**src/rtl/div_ctrl_pkg.sv**
```systemverilog
// Shared encodings and constants for the multi-cycle divide controller.
package div_ctrl_pkg;

    localparam logic [1:0] DIV_NONE     = 2'b00;
    localparam logic [1:0] DIV_SIGNED   = 2'b01;
    localparam logic [1:0] DIV_UNSIGNED = 2'b10;

    typedef enum logic [1:0] {
        ST_IDLE = 2'b00,
        ST_BUSY = 2'b01,
        ST_DONE = 2'b10
    } divState_t;

    localparam logic [5:0]  DIV_TIMEOUT = 6'd63;
    localparam logic        RESETABLE   = 1'b0;
    localparam logic [31:0] ZEROWORD    = 32'h0;

    function automatic logic isDivOp(input logic [1:0] op);
        return (op == DIV_SIGNED) || (op == DIV_UNSIGNED);
    endfunction

endpackage

```
**src/rtl/div_busy_cnt.sv**
```systemverilog
// Saturating 6-bit counter of cycles spent waiting on the external divider.
module div_busy_cnt
    import div_ctrl_pkg::*;
(
    input  logic       clock,
    input  logic       reset,
    input  logic       clear,
    input  logic       en,
    output logic [5:0] count
);

    always_ff @(posedge clock) begin
        if (reset == RESETABLE)
            count <= 6'd0;
        else if (clear)
            count <= 6'd0;
        else if (en && (count != DIV_TIMEOUT))
            count <= count + 6'd1;
    end

endmodule

```
**src/rtl/div_ctrl.sv**
```systemverilog
// Sequences a divide in EX against an external divider: start, stall, capture,
// cancel on annul or timeout, and a one-cycle HI/LO write-valid.
module div_ctrl
    import div_ctrl_pkg::*;
(
    input  logic        clock,
    input  logic        reset,
    input  logic [1:0]  isDivE,
    input  logic [31:0] SrcAE,
    input  logic [31:0] SrcBE,
    input  logic        annul,
    input  logic        div_ready,
    input  logic [63:0] div_result,
    output logic        div_start,
    output logic        div_signed,
    output logic [31:0] div_opa,
    output logic [31:0] div_opb,
    output logic        div_cancel,
    output logic        StallDiv,
    output logic        DivValid,
    output logic [31:0] HiDiv,
    output logic [31:0] LoDiv
);

    divState_t  state, nextState;
    logic [5:0] busyCnt;
    logic       divReq, startHit, zeroHit, readyHit, timeout;

    assign divReq   = isDivOp(isDivE) && !annul;
    assign startHit = (state == ST_IDLE) && divReq && (SrcBE != ZEROWORD);
    assign zeroHit  = (state == ST_IDLE) && divReq && (SrcBE == ZEROWORD);
    assign readyHit = (state == ST_BUSY) && !annul && div_ready;
    // Timeout only fires when the divider has not answered in the same cycle.
    assign timeout  = (state == ST_BUSY) && !annul && !div_ready && (busyCnt == DIV_TIMEOUT);

    div_busy_cnt uBusyCnt (
        .clock (clock),
        .reset (reset),
        .clear (startHit),
        .en    (state == ST_BUSY),
        .count (busyCnt)
    );

    always_ff @(posedge clock) begin
        if (reset == RESETABLE)
            state <= ST_IDLE;
        else
            state <= nextState;
    end

    always_comb begin
        nextState = state;
        case (state)
            ST_IDLE: begin
                if (startHit)     nextState = ST_BUSY;
                else if (zeroHit) nextState = ST_DONE;
            end
            ST_BUSY: begin
                if (annul)                    nextState = ST_IDLE;
                else if (div_ready || timeout) nextState = ST_DONE;
            end
            ST_DONE: nextState = ST_IDLE;
            default: nextState = ST_IDLE;
        endcase
    end

    always_comb begin
        div_start  = 1'b0;
        div_cancel = 1'b0;
        StallDiv   = 1'b0;
        DivValid   = 1'b0;
        if (reset != RESETABLE) begin
            case (state)
                ST_IDLE: begin
                    div_start = startHit;
                    StallDiv  = startHit || zeroHit;
                end
                ST_BUSY: begin
                    StallDiv   = 1'b1;
                    div_cancel = annul || timeout;
                end
                ST_DONE: DivValid = 1'b1;
                default: ;
            endcase
        end
    end

    always_ff @(posedge clock) begin
        if (reset == RESETABLE) begin
            div_opa    <= ZEROWORD;
            div_opb    <= ZEROWORD;
            div_signed <= 1'b0;
            HiDiv      <= ZEROWORD;
            LoDiv      <= ZEROWORD;
        end else begin
            if (startHit) begin
                div_opa    <= SrcAE;
                div_opb    <= SrcBE;
                div_signed <= (isDivE == DIV_SIGNED);
            end
            if (zeroHit) begin
                HiDiv <= SrcAE;
                LoDiv <= 32'hFFFF_FFFF;
            end else if (readyHit) begin
                HiDiv <= div_result[63:32];
                LoDiv <= div_result[31:0];
            end else if (timeout) begin
                HiDiv <= ZEROWORD;
                LoDiv <= ZEROWORD;
            end
        end
    end

endmodule

```
**config.mk**
```make
export PLATFORM = sky130hd
export DESIGN_NAME = div_ctrl
export DESIGN_NICKNAME = d
export VERILOG_FILES = /design/src/rtl/div_ctrl_pkg.sv /design/src/rtl/div_busy_cnt.sv /design/src/rtl/div_ctrl.sv
export SDC_FILE = /design/constraint.sdc
export NUM_CORES = 1
export LEC_CHECK = 0
export BUFFER_PORTS_ARGS = -buffer_cell sky130_fd_sc_hd__buf_2
export CAP_MARGIN = 30
export CORE_MARGIN = 4
export CORE_UTILIZATION = 49
export CTS_BUF_LIST = sky130_fd_sc_hd__clkbuf_4
export DETAILED_ROUTE_END_ITERATION = 8
export HOLD_SLACK_MARGIN = 0.02
export MAX_ROUTING_LAYER = met4
export PLACE_DENSITY = 0.82
export REMOVE_ABC_BUFFERS = 1
export SYNTH_ARGS = -nofsm -noshare
export SYNTH_HDL_FRONTEND = slang
export SYNTH_SLANG_ARGS = --single-unit
```
**constraint.sdc**
```tcl
create_clock -name clock -period 4.15 [get_ports clock]
set_clock_uncertainty 0.2 [all_clocks]
set_input_delay 0.415 -clock clock [delete_from_list [all_inputs] [get_ports clock]]
set_output_delay 0.415 -clock clock [all_outputs]
set_load 0.03 [all_outputs]
```
# Word level (Yosys, flattened, before mapping)
# Index checks and enable logic that the tools add are counted.
# W data, S select, Z words.
[word_totals]
register_bits = 137
output_inout_bits = 133
inputBits = 134
word_cells = 56
[op_classes]
n_reduce_logical = 21
muxes = 18
n_addsub = 1
n_eq_ne = 8
bitwise = 1
[op_table]
columns = ["op", "n"]
rows = [
  ["$mux W32", 5],
  ["$logic_not A32 Y1", 1],
  ["$reduce_bool A32 Y1", 1],
  ["$logic_and A1 B1 Y1", 9],
  ["$mux W2", 4],
  ["$mux W1", 7],
  ["$add A6 B1 Y6 const B", 1],
  ["$eq A6 B6 Y1 const B", 1],
  ["$ne A3 B3 Y1 const B", 2],
  ["$ne A6 B6 Y1 const B", 1],
  ["$eq A2 B1 Y1 const B", 2],
  ["$eq A2 B2 Y1 const B", 2],
  ["$logic_or A1 B1 Y1", 4],
  ["$pmux W2 S2", 1],
  ["$reduce_bool A3 Y1", 1],
  ["$logic_not A1 Y1", 2],
  ["$logic_not A2 Y1", 1],
  ["$pmux W1 S2", 1],
  ["$reduce_and A2 Y1", 1],
  ["$reduce_or A2 Y1", 1],
  ["$not A1 Y1", 1],
]

# Depth between registers and ports, before layout
# Gate-level depths: netlist (run 1).
[depth]
ltp_word = 8
ltp_mapped = 8
depth_no_buf = 6

# Cells and area by module
# From an unflattened synthesis (run 1), not the netlist that was laid out.
[hier_totals]
hier_cells = 687
area_unflattened_um2 = 5873.1
[by_module_without_submodules]
columns = ["mod", "instances", "area_each_um2", "cells_per_inst"]
rows = [
  ["div_ctrl", 1, 5555.3, 652],
  ["div_busy_cnt", 1, 317.8, 35],
]

# Least setup slack after synthesis (run 1)
# Ideal clock, no wire load.
[synth_path]
path_type = "input to output"
startpoint = "input isDivE[1]"
endpoint = "output div_start"
arrival_time_ps = 1563
setup_slack_ps = 1972
stages = 5
required_time_ps = 3535
path_cell_list = "inv_1 ha_1 nor4_1 o21ai_0 nor2_1"
[synth_between]
elab_chain_len = 7
[synth_rtl]
columns = ["element", "line", "text"]
rows = [
  ["start, declared", "div_ctrl.sv:8", "input logic [1:0] isDivE,"],
  ["$eq A2 B1 Y1 / $eq A2 B2 Y1 (equally long branches)", "div_ctrl_pkg.sv:19", "return (op == DIV_SIGNED) || (op == DIV_UNSIGNED);"],
  ["$logic_or A1 B1 Y1 *", "div_ctrl_pkg.sv:19", ""],
  ["$logic_and A1 B1 Y1 *", "div_ctrl.sv:29", "assign divReq = isDivOp(isDivE) && !annul;"],
  ["$logic_and A1 B1 Y1 * (2 in series)", "div_ctrl.sv:30", "assign startHit = (state == ST_IDLE) && divReq && (SrcBE != ZEROWORD);"],
  ["$mux W1 *", "div_ctrl.sv:73", "case (state)"],
  ["$mux W1 *", "div_ctrl.sv:72", "if (reset != RESETABLE) begin"],
  ["end, declared", "div_ctrl.sv:14", "output logic div_start,"],
]
# Mark *: on every way between the ends. The rest lies on a longest branch, timed or not.

# Worst setup path after layout (run 1)
[layout_path]
startpoint = "input SrcBE[31]"
endpoint = "output div_start"
[layout_between]
elab_chain_len = 4
[layout_rtl]
columns = ["element", "line", "text"]
rows = [
  ["start, declared", "div_ctrl.sv:10", "input logic [31:0] SrcBE,"],
  ["$reduce_bool A32 Y1", "div_ctrl.sv:30", ""],
  ["$logic_and A1 B1 Y1", "div_ctrl.sv:30", ""],
  ["$mux W1", "div_ctrl.sv:73", ""],
  ["$mux W1", "div_ctrl.sv:72", ""],
]
# No other way between the ends.

==> results of run 1 <==
-- tightest hold or removal path, stage by stage --
cell and delay (ps):
buf_2 130, nand2_1 60, and4b_1 180
-- registers in the layout (all words and copies together), names as in the netlist --
name and count:
uBusyCnt.count 6, LoDiv 32, state 2, div_opa 32, div_opb 32, HiDiv 32
div_signed 1
-- cells by family after synthesis --
kind of cell | synth area share, %
compound gates | 20.3
buf+inv | 5.41
fa+ha+maj | 0.441
mux | 11.7
xor+xnor | 0.772
flops | 48.4
simple gates | 13.1
-- metrics by stage --
step / hold slack, ps / TNS [ps] / instance area [um^2]
after detailed placement: 244 / 0 / 7010
final: 71.0 / 0 / 8670
after CTS: 21.8 / 0 / 8630
after global routing: 41.1 / 0 / 8660
after global placement: 238 / 0 / 7010
after floorplan: 328 / -201030 / 5370
-- cell usage after synthesis (2+ instances only) --
| cell | instances | share of area [%] |
|---|---|---|
| nor3_1 | 8 | 0.71 |
| a21oi_1 | 65 | 5.7 |
| o211ai_1 | 3 | 0.40 |
| o21ai_0 | 2 | 0.18 |
| and4_1 | 3 | 0.46 |
| mux2i_1 | 66 | 12 |
| clkbuf_1 | 39 | 2.6 |
| dfxtp_1 | 137 | 48 |
| nand4_1 | 2 | 0.22 |
| inv_1 | 3 | 0.20 |
| buf_2 | 11 | 0.97 |
| xor2_1 | 4 | 0.62 |
| buf_6 | 8 | 1.6 |
| o41ai_1 | 32 | 4.9 |
| and3_1 | 3 | 0.33 |
| nand2_1 | 135 | 8.9 |
| nor4_1 | 9 | 0.99 |
| a22oi_1 | 64 | 8.5 |
| nor2_1 | 5 | 0.33 |
| ha_1 | 2 | 0.44 |
-- path summary, 6_finish.rpt --
path,cells after the start,to,start,slack [ps]
setup / recovery,8,div_start,SrcBE[31],930
hold / removal,3,state[1]$_SDFFE_PN0P_,annul,70
setup reg to reg,6,HiDiv[6]$_SDFFE_PN0P_,uBusyCnt.count[0]$_SDFFE_PP0P_,1510
hold reg to reg,2,div_opb[20]$_SDFFE_PN0P_,div_opb[20]$_SDFFE_PN0P_,260
-- report_power, final --
| group | leakage [nW] | internal [mW] | switching [mW] |
|---|---|---|---|
| Clock | 0.168 | 0.528 | 0.494 |
| Sequential | 1.11 | 1.37 | 0.0297 |
| Combinational | 2.59 | 0.242 | 0.316 |
-- area by class of cell --
cell class	count	area (um^2)	area share [%]
antenna	2	5.00	0.0577
clock buffer	17	128	1.47
clock inverter	15	206	2.38
inverter	3	11.3	0.130
multi-input combinational	414	2640	30.5
sequential	137	2740	31.6
tap	143	179	2.06
timing repair buffer	406	2750	31.8
-- repair_timing --
action / CTS / global route
hold endpoints to repair: 129 / 0
hold buffers: 129 / 0
buffers inserted: 0 / 0
-- per-layer routing --
layer / vias up / global-route usage, % / part of all wire, %
met4: 0 / 22.0 / 6.3
met5: - / - / 0
li1: 2977 / - / -
met3: 103 / 6.42 / 6.6
met1: 3026 / 33.9 / 36
met2: 360 / 54.7 / 51
==> flow_metrics.env, run 1 <==
export IMPL_power_leakage_nw=3.87
export IMPL_grt_max_degree=116
export IMPL_final_common_cell="buf_2"
export IMPL_dp_cells=973
export IMPL_fmax_mhz=311
export IMPL_yosysWarningCount=0
export IMPL_syn_inst=613
export IMPL_ant_nets=0
export IMPL_vias=6466
export IMPL_num_nets_final=1115
export IMPL_slew_viol_final=0
export IMPL_synth_edf_count=0
export IMPL_grt_overflow=0
export IMPL_critPathTopFamily="buffers and inverters"
export IMPL_cp_required_ps=3530
export IMPL_boundaryPins=267
export IMPL_first_pass_iters=6
export IMPL_fin_crit_sh_pct=77.5
export IMPL_endpoint_kind="output pin"
export IMPL_clockBufferDepth=2
export IMPL_rsz0062_at_grt="false"
export IMPL_async_flop_share_pct=0
export IMPL_place_ws_ps=1400
export IMPL_critPathLaunchType="input pin"
export IMPL_drive_gt1_share_pct=31.1
export IMPL_final_hold_violation_count=0
export IMPL_power_per_cell_area_mw_per_mm2=344
export IMPL_yosys_register_bits=137
export IMPL_grt_total_usage_pct=32.3
export IMPL_avgRoutedWirePerCell_um=18.8
export IMPL_cp_data_arrival_time_ps=2600
export IMPL_clkTransAtPathRegs_ps=120
export IMPL_num_rows=39
export IMPL_postLayoutCoreUtil_pct=76.2
export IMPL_setup_viol=0
export IMPL_fin_ws_ps=934
export IMPL_ir_worst_vdd_mv=0.298
export IMPL_grt_pass1_vias=6591
export IMPL_cp_common_cell="buf_2"
export IMPL_area_growth_syn_to_layout_pct=52.9
export IMPL_critPathBufInv=4
export IMPL_cts_resized=0
export IMPL_root_buffer="clkbuf_4"
export IMPL_start_util_pct=49.9
export IMPL_cts_buffers=17
export IMPL_drt_wl_total_um=21400
export IMPL_grt_first_pass_wirelength_um=32900
export IMPL_worstMarginPinSlew_ps=723
export IMPL_die_area_mm2=0.0134
export IMPL_dp_hpwl_um=11400
export IMPL_fillers=769
export IMPL_insertion_delay_ps=540
export IMPL_die_width_um=116
export IMPL_max_stage_delay_ps=570
export IMPL_cap_viol_max_count=0
export IMPL_port_buffers=266
export IMPL_crit_type="in2out"
export IMPL_relSlewSlack_pct=51.8
export IMPL_hold_class="in2reg"
export IMPL_clkSinkCount=137
export IMPL_routed_via_density=5.69
export IMPL_drt_initial_drc_count=556
export IMPL_yosysUniqueCellTypes=32
export IMPL_synth_top_flop_cell="dfxtp_1"
export IMPL_path_cells="dlygate4sd3_1, buf_2, nor4_1, nand4_1, buf_4, o21ai_0, nor2_1, buf_2"
export IMPL_routabilityCongestion=0.850
export IMPL_antenna_found_initial=1
export IMPL_drcViolationCount=0
export IMPL_die_y_um=116
export IMPL_core_area_mm2=0.0114
export IMPL_outcome="finished clean"
export IMPL_netlist_area_mm2=0.00567
export IMPL_min_period_ps=3220
export IMPL_cp_max_fo=33
export IMPL_postSynthAreaPerCell_um2=9.25
export IMPL_finalPower_mw=2.98
export IMPL_cts_tree="built"
export IMPL_mostFrequentLayoutCells="265 x buf_2, 137 x dfxtp_1, 135 x nand2_1, 129 x dlygate4sd3_1, 66 x mux2i_1"
export IMPL_slowest_stage="dlygate4sd3_1"
export IMPL_stdcell_count=1137
export IMPL_ys_seq_area_share_pct=48.4
export IMPL_htree_num_levels=4
No activity file was read; power rests on OpenSTA's default activity.
==> run 2: changes to the inputs <==
- ABC_AREA: unset -> 1
- PLACE_DENSITY: 0.82 -> 0.8
- clock period: 4.15 -> 3 ns (I/O delays scaled with it)
==> run 2 against run 1 <==
Effect of this change:
- largest cell class unchanged
- first-iteration DRC count increased by 24%
- setup slack got worse by 570 ps
- utilization decreased by 0.75 points
==> flow_metrics.env, run 2 <==
export IMPL_grt_pass1_vias=7533
export IMPL_vias=7585
export IMPL_drcViolationCount=0
export IMPL_crit_type="reg2out"
export IMPL_fin_crit_sh_pct=87.9
export IMPL_cp_data_arrival_time_ps=2140
export IMPL_synth_top_cell_by_area="dfxtp_1"
export IMPL_synth_area_leaders="dfxtp_1 44%, nand2_1 25%, nand3_1 13%"
export IMPL_die_width_um=121
export IMPL_post_synth_top_count_cell="nand2_1"
export IMPL_routed_via_density=4.98
export IMPL_root_buffer="clkbuf_4"
export IMPL_stdcell_count=1522
export IMPL_grt_max_degree=98
export IMPL_hold_class="reg2reg"
export IMPL_drt_initial_drc_count=691
export IMPL_path_cells="ha_1, nand3_1, nor3_2, nand2_1, a211oi_1, buf_2"
export IMPL_dp_cells=1352
export IMPL_synth_edf_count=0
export IMPL_min_period_ps=2640
export IMPL_syn_inst=967
export IMPL_ant_nets=0
export IMPL_antenna_found_initial=2
export IMPL_critPathBufInv=1
export IMPL_slew_viol_final=0
export IMPL_core_area_mm2=0.0123
export IMPL_grt_overflow=0
export IMPL_ir_worst_vdd_mv=0.288
export IMPL_slowest_stage="dfxtp_1"
export IMPL_boundaryPins=267
export IMPL_postSynthAreaPerCell_um2=6.45
export IMPL_cap_viol_max_count=0
export IMPL_mostFrequentLayoutCells="413 x nand2_1, 265 x buf_2, 164 x nand3_1, 137 x dfxtp_1, 134 x dlygate4sd3_1"
export IMPL_grt_total_usage_pct=31.1
export IMPL_area_growth_syn_to_layout_pct=48.3
export IMPL_htree_num_levels=4
export IMPL_critPathLaunchType="flop"
export IMPL_final_common_cell="nand2_1"
export IMPL_first_pass_iters=5
export IMPL_die_area_mm2=0.0146
export IMPL_yosys_register_bits=137
export IMPL_clockBufferDepth=2
export IMPL_max_stage_delay_ps=390
export IMPL_clkTransAtPathRegs_ps=100
export IMPL_dp_hpwl_um=12600
export IMPL_ys_seq_area_share_pct=44.0
export IMPL_outcome="finished clean"
export IMPL_clkSinkCount=137
export IMPL_worstMarginPinSlew_ps=1030
export IMPL_yosysWarningCount=0
export IMPL_cp_required_ps=2500
export IMPL_setup_viol=0
export IMPL_synth_top_area_share_pct=44.0
export IMPL_whs_ps=265
export IMPL_critPathTopFamily="simple AND/OR/NAND/NOR gates"
export IMPL_endpoint_kind="output pin"
export IMPL_finalPower_mw=3.91
export IMPL_avgRoutedWirePerCell_um=14.8
export IMPL_num_rows=40
export IMPL_fmax_mhz=379
export IMPL_port_buffers=266
export IMPL_drt_wl_total_um=22500
export IMPL_power_leakage_nw=5.47
export IMPL_num_nets_final=1475
export IMPL_rsz0062_at_grt="false"
export IMPL_drive_gt1_share_pct=23.7
export IMPL_insertion_delay_ps=540
export IMPL_cp_max_fo=4
export IMPL_synth_commonest_cells="413 x nand2_1, 164 x nand3_1, 137 x dfxtp_1"
export IMPL_netlist_area_mm2=0.00624
export IMPL_power_per_cell_area_mw_per_mm2=423
export IMPL_async_flop_share_pct=0
export IMPL_final_hold_violation_count=0
export IMPL_cts_tree="built"
export IMPL_relSlewSlack_pct=31.5
export IMPL_routabilityCongestion=0.819
export IMPL_cts_buffers=17
export IMPL_die_y_um=121
export IMPL_synth_top_flop_cell="dfxtp_1"
export IMPL_start_util_pct=50.9
export IMPL_grt_first_pass_wirelength_um=35500
export IMPL_yosysUniqueCellTypes=22
==> run 2: cell count changes after synthesis, moves of 7 or more <==
| cell | delta |
|---|---|
| nor4_1 | -9 |
| nand2_1 | +278 |
| a22oi_1 | -64 |
| clkbuf_1 | -8 |
| nor2_1 | +54 |
| buf_2 | +7 |
| mux2i_1 | -66 |
| a21oi_1 | -57 |
| nor3_1 | -8 |
| inv_1 | +105 |
| nand3_1 | +163 |
| o41ai_1 | -32 |
==> run 2: area by class of cell <==
cell class / count / area (um^2)
multi-input combinational: 659 / 2780
antenna: 2 / 5.00
clock buffer: 22 / 165
fill: 859 / 3010
timing repair buffer: 413 / 2810
tap: 168 / 210
inverter: 111 / 417
clock inverter: 10 / 126
sequential: 137 / 2740
==> run 2: kinds of logic after synthesis <==
kind of cell,count (synthesis),share of synthesized area [%]
XOR/XNOR,2,0.281
AO/OA/AOI/OAI,10,0.902
AND/OR/NAND/NOR,644,42.5
buffers and inverters,172,12.0
adder cells (fa/ha/maj),2,0.401
flip-flops,137,44.0
==> run 2: where the power goes <==
part	internal (mW)	switching [mW]	total, mW
registers	1.89	0.0389	1.93
clock network	0.615	0.636	1.25
logic	0.297	0.436	0.733
total	2.80	1.11	3.91
==> run 2: stage by stage <==
step	setup slack [ps]	cell area (um^2)	util [%]	setup TNS, ps
after floorplan	-1680	5910	-	-109310
after global placement	648	7600	62.0	0
after detailed placement	563	7600	62.0	0
after CTS	100	9230	75.3	0
after global routing	215	9260	75.5	0
final	363	9260	75.5	0
==> run 2: path summary, 6_finish.rpt <==
path	start	endpoint	slack, ps	cells after the start
worst max-delay path	uBusyCnt.count[0]$_SDFFE_PP0P_	div_cancel	360	6
worst max register to register	uBusyCnt.count[0]$_SDFFE_PP0P_	HiDiv[4]$_SDFFE_PN0P_	580	10
worst min register to register	uBusyCnt.count[5]$_SDFFE_PP0P_	uBusyCnt.count[5]$_SDFFE_PP0P_	260	2
worst min-delay path	uBusyCnt.count[5]$_SDFFE_PP0P_	uBusyCnt.count[5]$_SDFFE_PP0P_	260	2
==> run 2: what timing repair did <==
item,4_1_cts,5_1_grt
resized for setup,0,0
hold endpoints to repair,131,0
endpoints found under the setup margin,0,1
setup buffers,0,1
hold buffers,134,0
==> run 2: layer usage <==
| metal | share of wire (%) | vias to the layer above | global-route usage, % |
|---|---|---|---|
| met5 | 0 | - | - |
| met4 | 6.1 | 0 | 20.0 |
| met3 | 7.2 | 119 | 5.71 |
| met2 | 49 | 422 | 52.8 |
| met1 | 37 | 3356 | 33.3 |
| li1 | - | 3688 | - |
==> run 2: worst register-to-register path, cell delays in order (launching register included) <==
cell and delay (ps):
dfxtp_1 350, ha_1 210, nand3_1 140, nor3_2 70
nand2_1 80, nand2_2 60, inv_2 580, buf_4 380
nand3_1 110, nand2_1 80, nor2_1 60
==> run 3: changes to the inputs <==
- ABC_AREA: 1 -> 0
- BUFFER_PORTS_ARGS: -buffer_cell sky130_fd_sc_hd__buf_2 -> unset
- DONT_BUFFER_PORTS: unset -> 1
- PLACE_DENSITY: 0.8 -> 0.62
==> run 3 against run 2 <==
Effect of this change:
- the flow now stops in clock tree synthesis
- area after synthesis fell by 9.1%
- synthesized cell count is 37% lower
==> flow_metrics.env, run 3 <==
export IMPL_outcome="aborted with a tool error"
export IMPL_stop_stage="clock tree synthesis"
export IMPL_error_line="[ERROR RSZ-0060] Max buffer count reached."
export IMPL_postSynthAreaPerCell_um2=9.25
export IMPL_clockBufferDepth=2
export IMPL_synth_top_cell_by_area="dfxtp_1"
export IMPL_synth_commonest_cells="137 x dfxtp_1, 135 x nand2_1, 66 x mux2i_1"
export IMPL_netlist_area_mm2=0.00567
export IMPL_post_synth_top_count_cell="dfxtp_1"
export IMPL_synth_top_area_share_pct=48.4
export IMPL_yosysWarningCount=0
export IMPL_boundaryPins=267
export IMPL_synth_top_flop_cell="dfxtp_1"
export IMPL_async_flop_share_pct=0
export IMPL_cts_buffers=17
export IMPL_die_y_um=116
export IMPL_synth_edf_count=0
export IMPL_cts_resized=0
export IMPL_die_width_um=116
export IMPL_routabilityCongestion=0.835
export IMPL_htree_num_levels=4
export IMPL_root_buffer="clkbuf_4"
export IMPL_synth_area_leaders="dfxtp_1 48%, mux2i_1 12%, nand2_1 8.9%"
export IMPL_dp_hpwl_um=10600
export IMPL_post_cts_buffers=0
export IMPL_syn_inst=613
export IMPL_clkSinkCount=137
export IMPL_yosys_register_bits=137
export IMPL_num_rows=39
export IMPL_port_buffers=0
export IMPL_ys_seq_area_share_pct=48.4
export IMPL_hold_buffers=149
export IMPL_place_ws_ps=592
export IMPL_start_util_pct=49.9
export IMPL_yosysUniqueCellTypes=32
==> run 3: cell types whose count changed after synthesis, sizes merged, moves of 8 or more <==
cell | previous run | this run
clkbuf | 31 | 39
nand2 | 415 | 135
nor2 | 61 | 5
nor4 | 0 | 9
inv | 110 | 3
a22oi | 0 | 64
o41ai | 0 | 32
mux2i | 0 | 66
buf | 30 | 20
nand3 | 164 | 2
a21oi | 8 | 65
==> run 3: stage by stage <==
stage | instance area, um^2 | instances
global placement | 5690 | 709
floorplan | 5370 | 554
detailed placement | 5690 | 709
==> run 3: cells by family after synthesis <==
logic type | synth area share (%)
simple gates | 13.1
compound gates | 20.3
flops | 48.4
fa+ha+maj | 0.441
buf+inv | 5.41
xor+xnor | 0.772
mux | 11.7
==> run 4: changes to the inputs <==
- CORE_UTILIZATION: 49 -> 34
- CTS_BUF_LIST: sky130_fd_sc_hd__clkbuf_4 -> unset
- HOLD_SLACK_MARGIN: 0.02 -> unset
- MAX_ROUTING_LAYER: met4 -> unset
- PLACE_DENSITY: 0.62 -> unset
- PLACE_DENSITY_LB_ADDON: unset -> 0.15
==> run 4 against run 3 <==
Effect of this change:
- the flow now finishes without violations
==> flow_metrics.env, run 4 (synthesis gave the netlist of run 1 again) <==
export IMPL_outcome="finished clean"
export IMPL_post_cts_buffers=0
export IMPL_power_per_cell_area_mw_per_mm2=570
export IMPL_grt_total_usage_pct=19.7
export IMPL_area_growth_syn_to_layout_pct=41.0
export IMPL_core_area_mm2=0.0161
export IMPL_final_common_cell="dlygate4sd3_1"
export IMPL_clockBufferDepth=2
export IMPL_stdcell_area_mm2=0.00800
export IMPL_max_stage_delay_ps=540
export IMPL_crit_type="in2out"
export IMPL_postPlaceCellArea_mm2=0.00578
export IMPL_htree_num_levels=4
export IMPL_rsz0062_at_grt="false"
export IMPL_min_period_ps=2840
export IMPL_relSlewSlack_pct=31.6
export IMPL_cts_buffers=17
export IMPL_drt_wl_total_um=18900
export IMPL_critPathLaunchType="input pin"
export IMPL_avgRoutedWirePerCell_um=19.4
export IMPL_slew_viol_final=0
export IMPL_setup_viol=0
export IMPL_die_width_um=137
export IMPL_clkTransAtPathRegs_ps=60
export IMPL_power_leakage_nw=2.89
export IMPL_drcViolationCount=0
export IMPL_fin_crit_sh_pct=94.5
export IMPL_clkSinkCount=137
export IMPL_postLayoutCoreUtil_pct=49.6
export IMPL_cts_tree="built"
export IMPL_mostFrequentLayoutCells="161 x dlygate4sd3_1, 137 x dfxtp_1, 135 x nand2_1, 66 x mux2i_1"
export IMPL_critPathTopFamily="simple AND/OR/NAND/NOR gates"
export IMPL_grt_overflow=0
export IMPL_dp_hpwl_um=11500
export IMPL_n_antenna_cell=0
export IMPL_grt_max_degree=134
export IMPL_cp_data_arrival_time_ps=2340
export IMPL_grt_first_pass_wirelength_um=28900
export IMPL_num_rows=46
export IMPL_routed_via_density=5.39
export IMPL_routabilityCongestion=0.749
export IMPL_cp_required_ps=2500
export IMPL_worstMarginPinSlew_ps=1020
export IMPL_fillers=1483
export IMPL_path_cells="dlygate4sd3_1, ha_1, nor4_1, buf_4, o21ai_0, nor2_1"
export IMPL_cp_max_fo=2
export IMPL_drt_initial_drc_count=392
export IMPL_critPathBufInv=2
export IMPL_ant_nets=0
export IMPL_drive_gt1_share_pct=6.96
export IMPL_cap_viol_max_count=0
export IMPL_first_pass_iters=5
export IMPL_insertion_delay_ps=420
export IMPL_final_hold_violation_count=0
export IMPL_vias=5270
export IMPL_slowest_stage="dlygate4sd3_1"
export IMPL_grt_pass1_vias=5432
export IMPL_fmax_mhz=353
export IMPL_num_nets_final=885
export IMPL_die_area_mm2=0.0188
export IMPL_hold_class="in2reg"
export IMPL_antenna_found_initial=0
export IMPL_boundaryPins=267
export IMPL_ir_worst_vdd_mv=0.374
export IMPL_root_buffer="clkbuf_16"
export IMPL_endpoint_kind="output pin"
export IMPL_die_y_um=137
export IMPL_port_buffers=0
export IMPL_start_util_pct=35.2
-- run 4: layer usage --
layer | GRT usage [%] | wire length (um) | vias to the layer above | part of all wire [%]
met1 | 22.5 | 7350 | 2534 | 39
met2 | 34.0 | 9640 | 199 | 51
met5 | 0 | 0 | - | 0
met4 | 6.65 | 418 | 0 | 2.2
li1 | - | - | 2502 | -
met3 | 7.10 | 1520 | 35 | 8.0
-- run 4: power breakdown --
group	leakage (nW)	switching (mW)	internal [mW]
Clock	0.265	0.834	1.16
Sequential	1.11	0.199	1.89
Combinational	1.51	0.214	0.257
-- run 4: worst paths after layout --
kind / startpoint / end / slack (ps) / depth (start not counted)
min reg2reg: uBusyCnt.count[5]$_SDFFE_PP0P_ / uBusyCnt.count[5]$_SDFFE_PP0P_ / 390 / 2
min: isDivE[1] / div_signed$_SDFFE_PN0P_ / 30 / 4
max: isDivE[0] / div_start / 160 / 6
max reg2reg: state[0]$_SDFFE_PN0P_ / HiDiv[4]$_SDFFE_PN0P_ / 450 / 5
-- run 4: stage by stage --
step / cells / power [mW] / setup TNS [ps] / hold WS (ps) / setup WS [ps]
finish: 978 / 4.56 / 0 / 33.0 / 164
CTS: 979 / 4.60 / 0 / 20.0 / 19.3
global route: 978 / 4.74 / 0 / 23.0 / 66.8
detailed placement: 784 / 2.40 / 0 / 244 / 529
floorplan: 554 / 2.34 / -297710 / 218 / -3850
global placement: 784 / 2.39 / 0 / 245 / 582
-- run 4: repair_timing --
action / 4_1_cts / 5_1_grt
gates resized for setup: 0 / 2
hold endpoints to repair: 131 / 0
endpoints found under the setup margin: 0 / 1
hold buffers: 163 / 0
-- run 4: final cells by class --
cell class              count  area [um^2]  area share (%)
well taps                 216          270            3.38
inverters                   3         11.3           0.141
clock buffers              18          439            5.49
repair buffers            176         1760            22.0
multi-input cells         414         2650            33.2
clock inverters            14          123            1.53
flip-flops and latches    137         2740            34.3
-- run 4: worst register-to-register path: stages (launching register included) --
cell and delay, ps:
dfxtp_1 430, and4bb_2 310, buf_4 600, a22oi_1 190, a21oi_1 170, dlygate4sd3_1 580
